===== src/rtl/openhw_tlb_sa.sv =====
// Set-associative TLB with tree-PLRU replacement that refills misses from a page-table walker.
// Define TLB_ASID_FLUSH_EN to let flush_asid_only_i restrict a flush to non-global entries of one ASID.
module openhw_tlb_sa #(
    parameter int unsigned VPN_BITS  = 27,
    parameter int unsigned PPN_BITS  = 44,
    parameter int unsigned ASID_BITS = 16,
    parameter int unsigned SETS      = 4,
    parameter int unsigned WAYS      = 4
) (
    input  logic                 clk_i,
    input  logic                 reset_i,
    input  logic                 lookup_valid_i,
    output logic                 lookup_ready_o,
    input  logic [VPN_BITS-1:0]  lookup_vpn_i,
    input  logic [ASID_BITS-1:0] lookup_asid_i,
    output logic                 resp_valid_o,
    output logic                 resp_hit_o,
    output logic [PPN_BITS-1:0]  resp_ppn_o,
    output logic [7:0]           resp_perm_o,
    output logic                 walk_req_valid_o,
    input  logic                 walk_req_ready_i,
    output logic [VPN_BITS-1:0]  walk_req_vpn_o,
    input  logic                 walk_resp_valid_i,
    input  logic [PPN_BITS-1:0]  walk_resp_ppn_i,
    input  logic [7:0]           walk_resp_perm_i,
    input  logic                 walk_resp_fault_i,
    input  logic                 flush_valid_i,
    input  logic                 flush_asid_only_i,
    input  logic [ASID_BITS-1:0] flush_asid_i
);
    localparam int unsigned IDX_W = (SETS > 1) ? $clog2(SETS) : 1;
    localparam int unsigned WAY_W = $clog2(WAYS);
    localparam int unsigned G_BIT = 5;

    typedef enum logic [1:0] {IDLE, LOOKUP, MISS_REQ, MISS_WAIT} state_e;

    state_e               state_q, state_d;
    logic                 discard_q, discard_d;
    logic [VPN_BITS-1:0]  req_vpn_q;
    logic [ASID_BITS-1:0] req_asid_q;

    logic [WAYS-1:0]      valid_q [SETS];
    logic [WAYS-2:0]      plru_q  [SETS];
    logic [VPN_BITS-1:0]  tag_q   [SETS][WAYS];
    logic [ASID_BITS-1:0] asid_q  [SETS][WAYS];
    logic [PPN_BITS-1:0]  ppn_q   [SETS][WAYS];
    logic [7:0]           perm_q  [SETS][WAYS];

    logic [IDX_W-1:0]     set_idx;
    logic                 hit;
    logic [WAY_W-1:0]     hit_way;
    logic [WAY_W-1:0]     victim;
    logic                 hit_upd;
    logic                 fill_en;
    logic [WAYS-1:0]      flush_kill [SETS];

    function automatic logic [IDX_W-1:0] setOf(input logic [VPN_BITS-1:0] vpn);
        if (SETS > 1) return vpn[IDX_W-1:0];
        else          return '0;
    endfunction

    // Each tree node bit names the subtree holding the next victim (0 = lower half).
    function automatic logic [WAY_W-1:0] plruVictim(input logic [WAYS-2:0] bits);
        int unsigned      node;
        logic             b;
        logic [WAY_W-1:0] v;
        node = 0;
        v    = '0;
        for (int l = 0; l < int'(WAY_W); l++) begin
            b    = bits[WAY_W'(node)];
            v    = WAY_W'({v, b});
            node = 2 * node + (b ? 32'd2 : 32'd1);
        end
        return v;
    endfunction

    function automatic logic [WAYS-2:0] plruTouch(input logic [WAYS-2:0] bits,
                                                  input logic [WAY_W-1:0] way);
        int unsigned     node;
        logic            b;
        logic [WAYS-2:0] r;
        r    = bits;
        node = 0;
        for (int l = 0; l < int'(WAY_W); l++) begin
            b                = way[WAY_W'(int'(WAY_W) - 1 - l)];
            r[WAY_W'(node)]  = ~b;
            node             = 2 * node + (b ? 32'd2 : 32'd1);
        end
        return r;
    endfunction

    assign lookup_ready_o = (state_q == IDLE) && !flush_valid_i;

    always_comb begin
        set_idx = setOf(req_vpn_q);
        hit     = 1'b0;
        hit_way = '0;
        for (int w = WAYS - 1; w >= 0; w--) begin
            if (valid_q[set_idx][w] && (tag_q[set_idx][w] == req_vpn_q) &&
                ((asid_q[set_idx][w] == req_asid_q) || perm_q[set_idx][w][G_BIT])) begin
                hit     = 1'b1;
                hit_way = WAY_W'(w);
            end
        end
    end

    // Lowest-index invalid way wins over the PLRU choice.
    always_comb begin
        victim = plruVictim(plru_q[set_idx]);
        for (int w = WAYS - 1; w >= 0; w--) begin
            if (!valid_q[set_idx][w]) victim = WAY_W'(w);
        end
    end

    always_comb begin
        for (int s = 0; s < int'(SETS); s++) begin
            flush_kill[s] = '0;
            for (int w = 0; w < int'(WAYS); w++) begin
`ifdef TLB_ASID_FLUSH_EN
                flush_kill[s][w] = flush_valid_i &&
                    (!flush_asid_only_i ||
                     (!perm_q[s][w][G_BIT] && (asid_q[s][w] == flush_asid_i)));
`else
                flush_kill[s][w] = flush_valid_i;
`endif
            end
        end
    end

`ifndef TLB_ASID_FLUSH_EN
    logic unused_flush_sel;
    assign unused_flush_sel = ^{flush_asid_only_i, flush_asid_i};
`endif

    assign hit_upd = (state_q == LOOKUP) && hit && !flush_valid_i;
    assign fill_en = (state_q == MISS_WAIT) && walk_resp_valid_i && !walk_resp_fault_i &&
                     !discard_q && !flush_valid_i;

    always_comb begin
        state_d          = state_q;
        discard_d        = discard_q;
        resp_valid_o     = 1'b0;
        resp_hit_o       = 1'b0;
        resp_ppn_o       = '0;
        resp_perm_o      = '0;
        walk_req_valid_o = 1'b0;
        walk_req_vpn_o   = '0;
        unique case (state_q)
            IDLE: begin
                if (lookup_valid_i && lookup_ready_o) state_d = LOOKUP;
            end
            LOOKUP: begin
                if (hit) begin
                    resp_valid_o = 1'b1;
                    resp_hit_o   = 1'b1;
                    resp_ppn_o   = ppn_q[set_idx][hit_way];
                    resp_perm_o  = perm_q[set_idx][hit_way];
                    state_d      = IDLE;
                end else begin
                    discard_d = 1'b0;
                    state_d   = MISS_REQ;
                end
            end
            MISS_REQ: begin
                walk_req_valid_o = 1'b1;
                walk_req_vpn_o   = req_vpn_q;
                if (flush_valid_i) discard_d = 1'b1;
                if (walk_req_ready_i) state_d = MISS_WAIT;
            end
            MISS_WAIT: begin
                if (flush_valid_i) discard_d = 1'b1;
                if (walk_resp_valid_i) begin
                    resp_valid_o = 1'b1;
                    if (!walk_resp_fault_i) begin
                        resp_hit_o  = 1'b1;
                        resp_ppn_o  = walk_resp_ppn_i;
                        resp_perm_o = walk_resp_perm_i;
                    end
                    state_d = IDLE;
                end
            end
            default: state_d = IDLE;
        endcase
    end

    always_ff @(posedge clk_i) begin
        if (!reset_i) begin
            state_q    <= IDLE;
            discard_q  <= 1'b0;
            req_vpn_q  <= '0;
            req_asid_q <= '0;
        end else begin
            state_q   <= state_d;
            discard_q <= discard_d;
            if (lookup_valid_i && lookup_ready_o) begin
                req_vpn_q  <= lookup_vpn_i;
                req_asid_q <= lookup_asid_i;
            end
        end
    end

    // A fill never coincides with a flush, so the two valid-bit updates cannot collide.
    always_ff @(posedge clk_i) begin
        if (!reset_i) begin
            for (int s = 0; s < int'(SETS); s++) begin
                valid_q[s] <= '0;
                plru_q[s]  <= '0;
            end
        end else begin
            if (hit_upd) plru_q[set_idx] <= plruTouch(plru_q[set_idx], hit_way);
            if (fill_en) begin
                valid_q[set_idx][victim] <= 1'b1;
                plru_q[set_idx]          <= plruTouch(plru_q[set_idx], victim);
            end else begin
                for (int s = 0; s < int'(SETS); s++) valid_q[s] <= valid_q[s] & ~flush_kill[s];
            end
        end
    end

    always_ff @(posedge clk_i) begin
        if (fill_en) begin
            tag_q[set_idx][victim]  <= req_vpn_q;
            asid_q[set_idx][victim] <= req_asid_q;
            ppn_q[set_idx][victim]  <= walk_resp_ppn_i;
            perm_q[set_idx][victim] <= walk_resp_perm_i;
        end
    end

endmodule


===== config.mk =====
export PLATFORM = sky130hd
export DESIGN_NAME = openhw_tlb_sa
export DESIGN_NICKNAME = d
export VERILOG_FILES = /design/src/rtl/openhw_tlb_sa.sv
export SDC_FILE = /design/constraint.sdc
export NUM_CORES = 1
export LEC_CHECK = 0
export BUFFER_PORTS_ARGS = -buffer_cell sky130_fd_sc_hd__clkbuf_2
export CORE_ASPECT_RATIO = 0.9
export CORE_UTILIZATION = 55
export DETAILED_ROUTE_END_ITERATION = 10
export PLACE_DENSITY = 0.78
export REMOVE_ABC_BUFFERS = 1
export SYNTH_ARGS = -nofsm -noshare
export SYNTH_HDL_FRONTEND = slang
export SYNTH_SLANG_ARGS = --single-unit

===== constraint.sdc =====
create_clock -name clk_i -period 19.56 [get_ports clk_i]
set_clock_uncertainty 0.15 [all_clocks]
set_input_delay 3.912 -clock clk_i [delete_from_list [all_inputs] [get_ports clk_i]]
set_output_delay 3.912 -clock clk_i [all_outputs]
set_load 0.02 [all_outputs]

==> reports/results.ini <==
[timing]
worstMarginPinSlew_ns=1.17
fin_crit_ns=12.60
report.final.slew_viol_count=0
slew_headroom_pct=21.9
clock.fmax_mhz=79.4
hold_violations=0
fin_crit_sh_pct=64.4
rsz0062_at_grt=no
fin_tns_setup_ns=0
setup_viol=0

[critical_path]
worstRegToRegCells=14
criticalPathCategory=flip-flop to output pin
r2r-end=plru_q[3][2]$_DFFE_PP_
required_ns=15.50
crit_fanout=40
worstSetupEndpointType=output pin
ff2ff_setup_slack_ns=11.97
worstPathArrival_ns=8.54
worstSetupStartpointType=flip-flop

[pwr]
ir_drop_mv=0.0742
power_frac_clock_pct=42.7
p_seq_share_pct=53.2
netSwitchingPower_mw=1.47
power.internal_mw=5.60
swShare_pct=20.8
p_total_mw=7.07
pwr_density_cell_nw_per_um2=98.5
pwr-share-comb_pct=4.1
leakage_nw=22.3

[hold_path]
min-delay-start=valid_q[2][0]$_DFF_P_
min_path_type=flip-flop to flip-flop
hold_depth=2
min_to=valid_q[2][0]$_DFF_P_

[synth]
syn_area_um2=63900
synthFlopType=edfxtp_1
yosys_warnings=0
yosys.cell_types.count=77
syn_inst=3227
synth-edff-count=1532
synth-seq-area-share_pct=74.0
async_reset_ff_share_pct=0
synth-seq-cells=1596
synth_area_per_cell_um2=19.8

[clock_tree]
h-tree-depth=4
cts_made_buffers=157
clk_path_buf_depth=3
clock-sinks=1596
cts_resized=0
cts_tree=done
cts-root-buf=clkbuf_16
cts_hold_buf=0
clk_latency_ns=0.78
cts_setup_buffers=0
path_clk_slew_ns=0.06

[floorplanning]
num_rows=118
fp.dieH_um=325
ios=202
fp.dieW_um=361
core_um2=115000
initial_core_util_pct=55.5
fp.dieArea_um2=118000

[global_route]
grt_max_degree=133
grt_use_total_pct=25.8
grt_pass1_vias=33786
grt-ovfl-total=0
antenna_found_initial=8
grt_pass1_wl_mm=221

[layout]
layout-drive-gt1-share_pct=26.3
syn_to_final_growth_pct=12.4
nets=3575

[run]
cap_violations=0

[route]
route.met3.wl_mm=15.8
drt_iter0_markers=4365
drc=0
totalWireLength_mm=150
viasPerCell=6.52
drt_first_pass_iters=6
post_drt_wl_per_cell_um=29.5
wl_met2_mm=71.4
num_vias=33200
wl_met1_mm=58.4
drtAntennaViolNets=0
dr.max_layer_used=met5

[place]
hpwl_mm=78.6
place_congestion=0.890
io_buffers=184

[run_status]
status=finished, final reports clean

==> cell type report <==
cell class,instances,area [um2]
sequential,1596,47300
fill,7666,43300
multi-input combinational,1400,15700
clock buffer,199,4110
tap,1500,1880
timing repair buffer,278,1680
clock inverter,92,1070
inverter,23,86.3
antenna,2,5.00
==> power by group through the flow <==
stage	Sequential (mW)	Clock [mW]	Combinational, mW
finish	3.76	3.02	0.287
global route	3.76	3.18	0.307
CTS	3.76	3.05	0.287
detailed placement	3.84	0	0.283
global placement	3.84	0	0.277
floorplan	3.87	0	0.247
==> cells in the mapped netlist, drive strengths merged (22+ instances only) <==
| master | n | area (um2) |
|---|---|---|
| nand4 | 69 | 432 |
| mux4 | 359 | 8090 |
| nor4b | 28 | 245 |
| dfxtp | 64 | 1280 |
| a221o | 31 | 310 |
| a22oi | 29 | 218 |
| clkbuf | 114 | 428 |
| and2 | 34 | 213 |
| o21ai | 82 | 410 |
| buf | 94 | 577 |
| a21oi | 66 | 342 |
| a21boi | 33 | 248 |
| nor2 | 53 | 206 |
| mux2i | 107 | 1070 |
| mux2 | 68 | 766 |
| edfxtp | 1532 | 46000 |
| inv | 22 | 82.6 |
| nand2 | 144 | 541 |
| xnor2 | 124 | 1090 |
==> worst max-delay path, cell delays in order, from the launching register on <==
cell	delay [ns]
dfxtp_4	0.69
buf_4	0.54
buf_4	0.67
buf_4	0.73
mux4_2	0.60
xnor2_1	0.48
nand4_1	0.18
nor4b_1	0.48
nand4b_1	0.21
buf_4	0.34
or3_2	0.93
o21ai_0	0.24
and3_2	0.92
a221o_1	0.44
clkbuf_2	0.23
==> how the worst max path moves through the flow <==
stage                           endpoint  cells past startpoint  startpoint
after detailed placement  resp_perm_o[5]                     14   flip-flop
after CTS                 resp_perm_o[5]                     14   flip-flop
after global placement    resp_perm_o[5]                     14   flip-flop
after floorplan           resp_perm_o[0]                      9   flip-flop
after global routing      resp_perm_o[5]                     14   flip-flop
final                     resp_ppn_o[21]                     14   flip-flop
==> metrics by stage <==
| stage | hold slack [ns] | std cells | cell area (um2) | util (%) | setup slack (ns) |
|---|---|---|---|---|---|
| after CTS | 0.302 | 5088 | 71800 | 62.4 | 6.80 |
| after global routing | 0.331 | 5088 | 71800 | 62.4 | 6.51 |
| after global placement | 0.279 | 4797 | 66600 | 57.9 | 7.93 |
| final | 0.303 | 5090 | 71800 | 62.4 | 6.96 |
| after floorplan | 0.270 | 3019 | 62900 | - | -9.93 |
| after detailed placement | 0.288 | 4797 | 66600 | 57.9 | 7.76 |
==> placed cells by master (no fill, tap or decap), drive strengths merged, types with 31 or more instances in the layout <==
| cell type | instances |
|---|---|
| edfxtp | 1532 |
| clkbuf | 383 |
| mux4 | 359 |
| nand2 | 144 |
| xnor2 | 124 |
| mux2i | 107 |
| buf | 94 |
| o21ai | 82 |
| nand4 | 69 |
| mux2 | 68 |
| a21oi | 66 |
| dfxtp | 64 |
| clkinv | 63 |
| nor2 | 53 |
| and2 | 34 |
| a21boi | 33 |
| a221o | 31 |
| inv | 31 |
==> state kept, by name, indices dropped and copies added (netlist names), 12 cells and up, named ones only <==
name	flops
valid_q	16
plru_q	12
tag_q	432
asid_q	256
req_asid_q	16
ppn_q	704
req_vpn_q	27
perm_q	128
==> metal layers <==
metal	track usage, %	vias to the layer above
li1	-	13714
met1	36.3	17188
met2	40.0	1995
met3	5.80	291
met4	8.96	12
met5	0	-
==> cell families after synthesis <==
family	after synthesis	synth area share, %
flops	1596	74.0
mux	534	15.5
simple gates	408	3.36
compound gates	318	3.49
buf+inv	231	1.71
xor+xnor	140	1.92
Power figures use the tool's default switching activity.
